--- config.mk ---
export PLATFORM = sky130hd
export DESIGN_NAME = apb_master
export DESIGN_NICKNAME = d
export VERILOG_FILES = /design/src/rtl/apb_master.sv
export SDC_FILE = /design/constraint.sdc
export NUM_CORES = 1
export LEC_CHECK = 0
export BUFFER_PORTS_ARGS = -buffer_cell sky130_fd_sc_hd__buf_2
export CAP_MARGIN = 20
export CORE_ASPECT_RATIO = 1.5
export CORE_MARGIN = 5
export CORE_UTILIZATION = 43
export DETAILED_ROUTE_END_ITERATION = 6
export GPL_TIMING_DRIVEN = 0
export PLACE_DENSITY = 0.78
export SYNTH_ARGS = -nofsm -noshare
export SYNTH_HDL_FRONTEND = slang
export SYNTH_SLANG_ARGS = --single-unit
--- constraint.sdc ---
create_clock -name pclk -period 1.9 [get_ports pclk]
set_input_delay 0.285 -clock pclk [delete_from_list [all_inputs] [get_ports pclk]]
set_output_delay 0.285 -clock pclk [all_outputs]
set_load 0.05 [all_outputs]
--- src/rtl/apb_master.sv ---
// apb_master: single-outstanding APB requester with a valid/ready command port and a wait-state timeout
module apb_master #(
    parameter int addrWidth = 8,
    parameter int dataWidth = 8,
    parameter int TIMEOUT   = 16
) (
    input  logic                 pclk,
    input  logic                 prst,
    input  logic                 cmd_valid,
    output logic                 cmd_ready,
    input  logic                 cmd_write,
    input  logic [addrWidth-1:0] cmd_addr,
    input  logic [dataWidth-1:0] cmd_wdata,
    output logic                 rsp_valid,
    output logic [dataWidth-1:0] rsp_rdata,
    output logic                 rsp_timeout,
    output logic [addrWidth-1:0] paddr,
    output logic                 pwrite,
    output logic                 psel,
    output logic                 pen,
    output logic [dataWidth-1:0] pwdata,
    input  logic [dataWidth-1:0] prdata,
    input  logic                 pready
);
    localparam int CW = (TIMEOUT > 0) ? $clog2(TIMEOUT + 1) : 1;
    localparam logic [CW-1:0] LAST = CW'((TIMEOUT > 0) ? TIMEOUT - 1 : 0);

    typedef enum logic [1:0] {IDLE, SETUP, ACCESS} state_t;

    state_t                 state_q, state_d;
    logic                   psel_q, psel_d, pen_q, pen_d, pwrite_q, pwrite_d;
    logic [addrWidth-1:0]   paddr_q, paddr_d;
    logic [dataWidth-1:0]   pwdata_q, pwdata_d, rsp_rdata_q, rsp_rdata_d;
    logic                   rsp_valid_q, rsp_valid_d, rsp_timeout_q, rsp_timeout_d;
    logic [CW-1:0]          cnt_q, cnt_d;

    assign cmd_ready   = (state_q == IDLE);
    assign psel        = psel_q;
    assign pen         = pen_q;
    assign paddr       = paddr_q;
    assign pwrite      = pwrite_q;
    assign pwdata      = pwdata_q;
    assign rsp_valid   = rsp_valid_q;
    assign rsp_rdata   = rsp_rdata_q;
    assign rsp_timeout = rsp_timeout_q;

    // next-state: accept in IDLE, SETUP->ACCESS, complete on pready or abort once the wait budget is spent
    always_comb begin
        state_d       = state_q;
        psel_d        = psel_q;
        pen_d         = pen_q;
        paddr_d       = paddr_q;
        pwrite_d      = pwrite_q;
        pwdata_d      = pwdata_q;
        rsp_valid_d   = 1'b0;
        rsp_rdata_d   = rsp_rdata_q;
        rsp_timeout_d = rsp_timeout_q;
        cnt_d         = cnt_q;
        case (state_q)
            IDLE: begin
                if (cmd_valid) begin
                    state_d  = SETUP;
                    psel_d   = 1'b1;
                    paddr_d  = cmd_addr;
                    pwrite_d = cmd_write;
                    pwdata_d = cmd_wdata;
                end
            end
            SETUP: begin
                state_d = ACCESS;
                pen_d   = 1'b1;
                cnt_d   = '0;
            end
            ACCESS: begin
                if (pready) begin
                    state_d       = IDLE;
                    psel_d        = 1'b0;
                    pen_d         = 1'b0;
                    rsp_valid_d   = 1'b1;
                    rsp_timeout_d = 1'b0;
                    rsp_rdata_d   = pwrite_q ? '0 : prdata;
                end else if (TIMEOUT != 0 && cnt_q == LAST) begin
                    state_d       = IDLE;
                    psel_d        = 1'b0;
                    pen_d         = 1'b0;
                    rsp_valid_d   = 1'b1;
                    rsp_timeout_d = 1'b1;
                    rsp_rdata_d   = '0;
                end else if (TIMEOUT != 0) begin
                    cnt_d = cnt_q + CW'(1);
                end
            end
            default: begin
                state_d = IDLE;
                psel_d  = 1'b0;
                pen_d   = 1'b0;
            end
        endcase
    end

    // state and all bus/response outputs are registered; reset drops the bus and discards any transfer
    always_ff @(posedge pclk or negedge prst) begin
        if (!prst) begin
            state_q       <= IDLE;
            psel_q        <= 1'b0;
            pen_q         <= 1'b0;
            paddr_q       <= '0;
            pwrite_q      <= 1'b0;
            pwdata_q      <= '0;
            rsp_valid_q   <= 1'b0;
            rsp_rdata_q   <= '0;
            rsp_timeout_q <= 1'b0;
            cnt_q         <= '0;
        end else begin
            state_q       <= state_d;
            psel_q        <= psel_d;
            pen_q         <= pen_d;
            paddr_q       <= paddr_d;
            pwrite_q      <= pwrite_d;
            pwdata_q      <= pwdata_d;
            rsp_valid_q   <= rsp_valid_d;
            rsp_rdata_q   <= rsp_rdata_d;
            rsp_timeout_q <= rsp_timeout_d;
            cnt_q         <= cnt_d;
        end
    end
endmodule

# Word-level counts from Yosys, hierarchy flattened
# Index checks and enable logic that the tools add are counted.
# totals
reg_bits,36
inputBits,29
out_inout_bits,30
word_cells,49
# classes
addsub,1
n_eq_ne,7
mux,20
n_bitwise,2
n_reduce_logical,9
# op_table
cell,n
$mux 8,3
$mux 5,2
$pmux 5 s2,1
$mux 1,8
$reduce_and 2->1,4
$mux 2,3
$ne 2x2->1 const B,3
$pmux 1 s3,2
$pmux 2 s3,1
$reduce_and 3->1,2
$add 5x1->5 const B,1
$eq 5x4->1 const B,1
$reduce_bool 2->1,2
$ne 3x3->1 const B,1
$eq 2x1->1 const B,1
$eq 2x2->1 const B,1
$logic_not 2->1,1
$not 1->1,2

# Logic depth before layout (Yosys ltp)
# Gate-level depths: netlist (run 1).
# logic_depth
ltp_word,4
mapped_depth,6
depth_no_buf,6

# Worst setup path before layout (run 1)
# No wires, ideal clock.
# synth_path
path_type,flip-flop to flip-flop
startpoint,reg state_q[0]
endpoint,"reg paddr_q[5], in the netlist paddr[5]"
setup_ns,0.125
arrival_time_ns,1.689
required_time_ns,1.775
path_slack_ns,0.086
path_stages_with_launch,6
path_buffers,2
synth_period_minus_slack_ns,1.814
path_cell_list,dfrtp_1 > nor2_2 > and2_4 > buf_6 > buf_12 > mux2_4
# synth_via
elab_chain_len,2
# synth_rtl
item,line,rtl
from (decl),30,"state_t state_q, state_d;"
from (signal assigned),115,state_q <= state_d;
$logic_not 2->1,--,
net cmd_ready,10,"output logic cmd_ready,"
$reduce_and 2->1 (no source line),--,
to (signal assigned),118,paddr_q <= paddr_d;
to (decl),32,"logic [addrWidth-1:0] paddr_q, paddr_d;"
# The timed path passes the listed nets, and every way through them passes these cells.
# A chain may end at the register's enable or synchronous reset.

# Final worst setup path (run 1)
# layout_path
startpoint,reg cnt_q[1]
endpoint,reg cnt_q[4]
# layout_via
elab_chain_len,4
word_cells_on_any_way,7
cone_classes,1 x add/sub; 2 x eq/ne; 3 x mux; 1 x reduce/logical
# layout_rtl
item,line,rtl
from (decl),35,"logic [CW-1:0] cnt_q, cnt_d;"
from (signal assigned),124,cnt_q <= cnt_d;
$add 5x1->5,90,cnt_d = cnt_q + CW'(1);
$mux 5,82,end else if (TIMEOUT != 0 && cnt_q == LAST) begin
$mux 5,75,if (pready) begin
$pmux 5 s2,59,case (state_q)
# Parallel ways exist; a longest one is shown, timed or not. The select of a mux whose other input is x is not followed.

==> results by group, run 1 <==
Synthesis
  – Seq/Total Area, Yosys: 59.7%
  – Post-Synth Simple-Gate Area: 8.96%
  – Synth Area in Adders: 1.66%
  – YS warnings: 0
  – Avg Synthesized Cell Area: 14.1 um2
  – Multiplexer area fraction after synthesis: 15.6%
  – Post-synthesis register bit count: 36
  – Largest family of logic cells by synthesized area: multiplexers
  – Mapped Cells: 107
  – Most used DFF post-synth: dfrtp_1
  – Synth unique cells: 33
  – Post-synth EDFFs: 0
  – FFs w/ async S/R, synth: 100%
  – Synth Area in XOR/XNOR: 0%
  – Complex-gate fraction of the synthesized area: 10.7%
  – Synthesized area: 0.00151 mm2
  – Net count after synthesis: 138

Setup path
  – Arr. time, crit path: 1.94 ns
  – Worst-path fanout max: 6
  – R2R Path Start: cnt_q[1]
  – CP Class: flop to flop
  – CP delay by family, top: simple AND/OR/NAND/NOR gates
  – Reg-to-reg setup timing slack: 0.13 ns
  – Launch point of the worst path: cnt_q[1]
  – FF-to-FF path depth: 6
  – Delay of the slowest cell on the worst path: 0.43 ns
  – Stages on worst setup path: 6
  – CP Buf/Inv Count: 0
  – Worst R2R End: cnt_q[4]
  – Critical-path cell list: ha_2, and3_1, ha_2, nor3_2, nor2b_1, a22o_1
  – CP required: 2.06 ns
  – Setup crit start kind: flop
  – CP endpoint: cnt_q[4]
  – Slowest CP cell: dfrtp_1
  – Setup crit end kind: flop
  – Most Frequent Cell on Critical Path: ha_2

Layout
  – Nets: 204
  – Fillcell total: 301
  – N_diodes: 0
  – Post-Layout Cell Count: 216
  – Area occupied by multi-input gates: 576 um2
  – Most common cell after layout, fill and taps aside: buf_2
  – Layout area overhead: 30.4%
  – Commonest non-fill, non-tap cells in the layout: buf_2, dfrtp_1, a22o_1
  – Layout cells sized above 1: 54.6%
  – Reg area: 901 um2

Global route
  – Initial antenna violation count: 0
  – Vias in the first global route: 1246
  – Global-route wire length before repair: 5640 um
  – Total GRT Usage: 15.9%
  – Largest net degree at the start of global routing: 37
  – GRT Residual Overflow: 0

Floorplanning
  – Die area: 0.00482 mm2
  – Die Span Y: 82.6 um
  – Die width: 58.4 um
  – Row Count: 26
  – Io pins: 59
  – Initial core utilization: 44.2%
  – Core area: 0.00342 mm2

Clock tree
  – Max clock buf depth: 2
  – Root Driver: clkbuf_8
  – Clock sinks: 36
  – Clk_lat worst skew: 0.29 ns
  – H-tree depth: 2
  – CTS clock-pin slew for the worst setup and hold paths: 0.07 ns
  – # hold bufs at CTS: 0
  – CTS Buf Count: 5
  – TritonCTS clock tree: done

Power and ir drop
  – Total chip power: 4.05 mW
  – Leakage: 0.992 nW
  – Max IR drop VDD: 0.972 mV
  – Power density over the cells: 2060 mW/mm2

Routing
  – Routed WL: 3590 um
  – DR pass1 iterations: 4
  – Routed length per placed instance: 16.6 um
  – DRC: 0
  – Remaining antenna violation count: 0
  – DR vias: 1125
  – DR vias/cell: 5.21
  – First DRT Iteration DRCs: 15

Place
  – RePlAce Congestion: 0.801
  – IO buf count: 58
  – DP HPWL: 2670 um
  – DP Cell Count: 207

Timing
  – Slew Viols, Final: 0
  – Final setup fails: 0
  – Worst slew margin: 47.9%
  – Final setup TNS: 0 ns
  – Post-layout min period: 1.77 ns
  – Final Skew: 0.0106 ns
  – Fmax: 564 MHz
  – Unrepaired setup endpoints after global routing: false
  – Hold Vio Cnt, Final: 0
  – Final period utilization: 93.3%
  – Worst slew pin tran: 0.781 ns

Status
  – Status: finished clean

Run
  – Max Cap Viol: 0

Hold path
  – Hold Path Class: primary input to async pin
[logic make-up (layout without fill, tap and decap cells)]
family | Yosys count | after routing
adders and majority gates | 2 | 2
and+or+nand+nor | 22 | 22
AOI/OAI and AO/OA | 22 | 22
buffers and inverters | 7 | 74
DFF | 36 | 36
muxes | 18 | 18
[how the worst min path moves through the flow]
stage | startpoint | to | slack [ns] | depth (start not counted)
floorplan | prst | cnt_q[0] | -0.01 | 0
global route | prst | pen | 0.16 | 1
detailed placement | prst | pen | 0.41 | 1
global placement | prst | psel | 0.39 | 1
CTS | prst | pen | 0.10 | 1
finish | prst | pen | 0.07 | 1
[worst register-to-register path, delay by kind of cell, from the launching register on]
family,cells,cell delay (ns)
flip-flops,1,0.43
AO/OA/AOI/OAI,1,0.25
adder cells (fa/ha/maj),2,0.42
AND/OR/NAND/NOR,3,0.55
[final cells by class]
| cell class | instances | share of cell area [%] |
|---|---|---|
| multi-input combinational | 64 | 29.2 |
| clock buffer | 8 | 4.58 |
| tap | 42 | 2.67 |
| timing repair buffer | 59 | 15.1 |
| inverter | 3 | 0.572 |
| buffer | 4 | 2.03 |
| sequential | 36 | 45.8 |
[power breakdown]
part           internal, mW  switching (mW)  total (mW)
Combinational         0.682            1.52        2.20
Sequential             1.09           0.212        1.30
Clock                 0.296           0.255       0.551
[synthesized netlist by cell type (2+ instances only)]
| master | instances | area [um2] |
|---|---|---|
| dfrtp_1 | 36 | 901 |
| a22o_1 | 10 | 87.6 |
| mux2_4 | 9 | 135 |
| mux2_2 | 8 | 90.1 |
| a21oi_1 | 4 | 20.0 |
| nand2_1 | 4 | 15.0 |
| inv_1 | 3 | 11.3 |
| nor2_1 | 3 | 11.3 |
| a31oi_1 | 2 | 12.5 |
| ha_1 | 2 | 25.0 |
| nor2b_1 | 2 | 12.5 |
| nor3_1 | 2 | 10.0 |
| o21ai_0 | 2 | 10.0 |
[sequential cells by signal, indices dropped and copies added, names as in the netlist]
name         flops
paddr            8
pwdata           8
rsp_rdata        8
cnt_q            5
state_q          2
pen              1
psel             1
pwrite           1
rsp_timeout      1
rsp_valid        1
[timing repair]
item | 4_1_cts | 5_1_grt
buffers inserted | 1 | 0
endpoints found under the setup margin | 3 | 2
gates resized for setup | 2 | 3
gates cloned | 0 | 0
[through the flow]
| stage | util [%] | instance area [um2] | hold slack, ns | setup WS, ns |
|---|---|---|---|---|
| 6_report | 57.6 | 1970 | 0.0731 | 0.127 |
| 5_1_grt | 57.6 | 1970 | 0.156 | 0.0900 |
| 4_1_cts | 57.3 | 1960 | 0.105 | 0.0304 |
| 3_5_place_dp | 54.2 | 1850 | 0.414 | -0.0906 |
| 3_3_place_gp | 54.2 | 1850 | 0.389 | 0.0194 |
| 2_1_floorplan | - | 1510 | -0.0106 | 0.0860 |
[layer usage]
metal | vias up | track usage [%] | share of wire (%)
met5 | - | 0 | 0
met4 | 0 | 8.82 | 2.1
met2 | 29 | 30.0 | 58
met1 | 568 | 15.1 | 35
met3 | 6 | 4.35 | 4.5
li1 | 522 | - | -
No activity file was read; power rests on OpenSTA's default activity.
==> run 2: changes to the inputs <==
Settings changed: CORE_UTILIZATION 43 to 51, PLACE_DENSITY 0.78 to 0.86.
Clock period 1.9 ns to 2.1 ns, I/O delays scaled along.
==> results by group, run 2 (synthesis results as in run 1) <==
Status
  – Status: finished clean

Global route
  – Initial antenna violation count: 0 (unchanged)
  – Largest net degree at the start of global routing: 37 (unchanged)
  – Global-route wire length before repair: 5330 um (-5.5%)
  – Total GRT Usage: 17.1% (+1.3 points)
  – Vias in the first global route: 1216 (-2.4%)
  – GRT Residual Overflow: 0 (unchanged)

Clock tree
  – Post-CTS Setup Bufs: 0 (-1)
  – CTS clock-pin slew for the worst setup and hold paths: 0.06 ns (about the same)
  – # resized after CTS: 0 (-2)
  – # hold bufs at CTS: 0 (unchanged)
  – Clock sinks: 36 (unchanged)
  – Clk_lat worst skew: 0.28 ns (about the same)
  – Root Driver: clkbuf_8
  – CTS Buf Count: 5 (unchanged)
  – Max clock buf depth: 2 (unchanged)
  – H-tree depth: 2 (unchanged)
  – TritonCTS clock tree: done

Place
  – Area post-placement: 0.00185 mm2 (-0.20%)
  – RePlAce Congestion: 0.764 (-4.6%)
  – DP Cell Count: 204 (-1.4%)
  – IO buf count: 58 (unchanged)
  – Pre-CTS setup slack: 0.0982 ns (+0.189 ns)
  – DP HPWL: 2450 um (-8.4%)

Timing
  – Unrepaired setup endpoints after global routing: false
  – Worst slew pin tran: 0.772 ns (-0.00849 ns)
  – Post-layout min period: 1.98 ns (+0.204 ns)
  – Final setup fails: 0 (unchanged)
  – Final setup TNS: 0 ns (unchanged)
  – Slew Viols, Final: 0 (unchanged)
  – Hold Vio Cnt, Final: 0 (unchanged)
  – Worst slew margin: 48.5% (+0.57 points)
  – Setup ws final: 0.124 ns (-0.00380 ns)
  – Final Skew: 0.00282 ns (-0.00781 ns)
  – Final period utilization: 94.1% (+0.82 points)
  – Final hold slack: 0.115 ns (+0.0419 ns)
  – Fmax: 506 MHz (-10%)

Layout
  – Core Util, Final: 68.8% (+11 points)
  – N_diodes: 0 (unchanged)
  – Most common cell after layout, fill and taps aside: buf_2
  – Post-Layout Cell Count: 212 (-1.9%)
  – Layout area overhead: 31.3%
  – Nets: 203 (-0.49%)
  – Commonest non-fill, non-tap cells in the layout: buf_2, dfrtp_1, a22o_1
  – Post-route cell area: 0.00198 mm2 (+0.70%)
  – Layout cells sized above 1: 54.3% (-0.26 points)

Power and ir drop
  – Max IR drop VDD: 1.09 mV (+12%)
  – Leakage: 1.01 nW (+1.3%)
  – Total chip power: 3.78 mW (-6.7%)
  – Power density over the cells: 1910 mW/mm2 (-7.4%)

Routing
  – Remaining antenna violation count: 0 (unchanged)
  – DRC: 0 (unchanged)
  – DR vias/cell: 5.37 (+3.2%)
  – DR pass1 iterations: 5 (+1)
  – Routed WL: 3200 um (-11%)
  – DR vias: 1139 (+1.2%)
  – Routed length per placed instance: 15.1 um (-9.0%)
  – First DRT Iteration DRCs: 11 (-4)

Setup path
  – Worst-path fanout max: 6 (unchanged)
  – Setup crit start kind: flop
  – Setup crit end kind: flop
  – CP Class: flop to flop
  – Arr. time, crit path: 2.19 ns (+0.25 ns)
  – CP required: 2.31 ns (+0.25 ns)

Floorplanning
  – Initial core utilization: 52.3% (+8.2 points)
  – Core area: 0.00288 mm2 (-16%)
  – Die width: 54.4 um (-6.8%)
  – Row Count: 24 (-7.7%)
  – Die Span Y: 76.6 um (-7.2%)
  – Io pins: 59 (unchanged)
  – Die area: 0.00417 mm2 (-13%)

Run
  – Max Cap Viol: 0 (unchanged)

Hold path
  – Hold Path Class: primary input to async pin
run 2: cell type report:
class | count | area, um2
flip-flops and latches | 36 | 901
fillers | 230 | 901
multi-input cells | 64 | 564
repair buffers | 58 | 290
clock buffers | 7 | 96.3
well taps | 39 | 48.8
plain buffers | 4 | 40.0
clock inverters | 1 | 30.0
inverters | 3 | 11.3
run 2: worst paths after layout:
path | from | endpoint | slack [ns] | cells past startpoint
worst max-delay path | cnt_q[0] | cnt_q[0] | 0.12 | 6
worst min-delay path | prst | pen | 0.11 | 1
worst max register to register | cnt_q[0] | cnt_q[0] | 0.12 | 6
worst min register to register | pen | pen | 0.49 | 2
max in group asynchronous | prst | rsp_rdata[4] | 1.50 | 1
min in group pclk | prdata[1] | rsp_rdata[1] | 0.26 | 2
run 2: report_power, final:
part           leakage, nW  switching [mW]  internal, mW
Clock               0.0645           0.224         0.419
Combinational        0.494            1.36         0.602
Sequential           0.446           0.196         0.985
run 2: worst max-delay path, cell delays in order (launching register included):
cell and delay, ns:
dfrtp_1 0.44, ha_1 0.26, and3_1 0.20, ha_2 0.21, or3b_2 0.47, mux2i_1 0.17, a22o_1 0.16
run 2: layer usage:
metal  part of all wire, %  GRT usage [%]  vias to the layer above
met5                     0              0                        -
met4                   2.7           9.23                        0
met3                   6.2           4.11                       10
met2                    54           29.0                       49
met1                    37           18.5                      560
li1                      -              -                      520
==> run 3: changes to the inputs <==
Settings changed: SETUP_SLACK_MARGIN set to 0.3, TNS_END_PERCENT set to 5.
==> results by group, run 3 (synthesis results as in run 1) <==
Floorplanning
  – Initial core utilization: 52.3% (unchanged)
  – Die width: 54.4 um (unchanged)
  – Row Count: 24 (unchanged)
  – Die area: 0.00417 mm2 (unchanged)
  – Die Span Y: 76.6 um (unchanged)
  – Core area: 0.00288 mm2 (unchanged)
  – Io pins: 59 (unchanged)

Setup path
  – Worst-path fanout max: 6 (unchanged)
  – Arr. time, crit path: 1.95 ns (-0.24 ns)
  – Setup crit end kind: flop
  – CP required: 2.32 ns (about the same)
  – Setup crit start kind: flop
  – Reg-to-reg setup timing slack: 0.38 ns (+0.25 ns)
  – CP Class: flop to flop

Clock tree
  – H-tree depth: 2 (unchanged)
  – Root Driver: clkbuf_8
  – Clk_lat worst skew: 0.29 ns (about the same)
  – CTS Buf Count: 5 (unchanged)
  – Clock sinks: 36 (unchanged)
  – TritonCTS clock tree: done
  – CTS clock-pin slew for the worst setup and hold paths: 0.07 ns (about the same)
  – Max clock buf depth: 2 (unchanged)

Timing
  – Unrepaired setup endpoints after global routing: false
  – Fmax: 580 MHz (+15%)
  – Final Skew: 0.00727 ns (+0.00444 ns)
  – Final period utilization: 82.1% (-12 points)
  – Hold Vio Cnt, Final: 0 (unchanged)
  – Post-layout min period: 1.72 ns (-0.253 ns)
  – Final hold slack: 0.0984 ns (-0.0166 ns)
  – Final setup fails: 0 (unchanged)
  – Slew Viols, Final: 0 (unchanged)
  – Worst slew pin tran: 0.769 ns (-0.00345 ns)
  – Worst slew margin: 48.7% (+0.23 points)
  – Final setup TNS: 0 ns (unchanged)

Routing
  – Remaining antenna violation count: 0 (unchanged)
  – First DRT Iteration DRCs: 27 (+16)
  – DRC: 0 (unchanged)
  – DR vias: 1152 (+1.1%)
  – Routed length per placed instance: 16.0 um (+5.9%)
  – DR vias/cell: 5.38 (+0.20%)
  – Routed WL: 3420 um (+6.9%)
  – DR pass1 iterations: 4 (-1)

Layout
  – Most common cell after layout, fill and taps aside: buf_2
  – Layout cells sized above 1: 56.0% (+1.7 points)
  – Post-Layout Cell Count: 214 (+0.94%)
  – Commonest non-fill, non-tap cells in the layout: buf_2, dfrtp_1, a22o_1
  – Nets: 205 (+0.99%)
  – Layout area overhead: 31.5%
  – Post-route cell area: 0.00198 mm2 (+0.13%)
  – N_diodes: 0 (unchanged)

Power and ir drop
  – P_int: 1.84 mW (-8.0%)
  – Sequential power share: 32.0% (+0.8 points)
  – Sw Ratio: 49.5% (+2.6 points)
  – Power density over the cells: 1840 mW/mm2 (-3.5%)
  – Comb power frac: 54.9% (+3.1 points)
  – Clock share of power: 13.1% (-3.9 points)
  – Total chip power: 3.65 mW (-3.3%)
  – Max IR drop VDD: 1.04 mV (-4.9%)
  – Leakage: 1.00 nW (-0.19%)
  – Sw Pwr: 1.81 mW (+2.0%)

Place
  – IO buf count: 58 (unchanged)
  – DP HPWL: 2490 um (+1.9%)
  – DP Cell Count: 204 (unchanged)
  – Area post-placement: 0.00185 mm2 (+0.27%)
  – RePlAce Congestion: 0.815 (+6.7%)

Hold path
  – Hold Path Class: primary input to async pin

Global route
  – Largest net degree at the start of global routing: 37 (unchanged)
  – Total GRT Usage: 18.6% (+1.5 points)
  – GRT Residual Overflow: 0 (unchanged)
  – Global-route wire length before repair: 5590 um (+4.8%)
  – Vias in the first global route: 1170 (-3.8%)
  – Initial antenna violation count: 0 (unchanged)

Status
  – Status: finished clean

Run
  – Max Cap Viol: 0 (unchanged)
run 3: worst max-delay path, stage by stage, from the launching register on:
cell,delay (ns)
dfrtp_1,0.40
ha_2,0.20
and3_1,0.21
ha_4,0.19
or3b_4,0.39
mux2i_1,0.13
a22o_1,0.14
run 3: layout make-up:
cell class              instances  area, um2
plain buffers                   4       40.0
flip-flops and latches         36        901
repair buffers                 60        305
inverters                       3       11.3
clock inverters                 3       18.8
well taps                      39       48.8
clock buffers                   5       68.8
fillers                       223        898
multi-input cells              64        591
run 3: repair_timing:
action                                  in CTS  in global routing
buffers inserted                             2                  0
pin swaps                                    0                  1
endpoints found under the setup margin       2                  5
hold buffers                                 0                  0
gates cloned                                 0                  0
resized for setup                            3                  3
run 3: routing by layer:
| metal | share of wire [%] | global-route usage, % |
|---|---|---|
| met2 | 56 | 30.5 |
| met3 | 5.9 | 4.89 |
| met5 | 0 | 0 |
| met4 | 2.0 | 9.23 |
| met1 | 36 | 21.3 |
run 3: per-stage QoR:
stage                     setup slack, ns  util [%]
after floorplan                     0.300         -
after global placement              0.230      64.3
after detailed placement            0.152      64.3
after CTS                           0.327      68.2
after global routing                0.302      68.8
final                               0.377      68.8
run 3: power by group through the flow:
| stage | registers (mW) | logic [mW] | clock network (mW) |
|---|---|---|---|
| 2_1_floorplan | 2.08 | 0.619 | 0 |
| 3_3_place_gp | 1.17 | 1.93 | 0 |
| 3_5_place_dp | 1.19 | 1.97 | 0 |
| 4_1_cts | 1.17 | 2.02 | 0.490 |
| 5_1_grt | 1.21 | 2.11 | 0.524 |
| 6_report | 1.17 | 2.01 | 0.478 |
run 3: worst paths after layout:
check | start | to | cells after the start
min in group pclk | prdata[6] | rsp_rdata[6] | 2
max | cnt_q[0] | cnt_q[0] | 6
max in group asynchronous | prst | state_q[0] | 1
min | prst | cnt_q[2] | 1
max reg2reg | cnt_q[0] | cnt_q[0] | 6
min reg2reg | pen | pen | 2
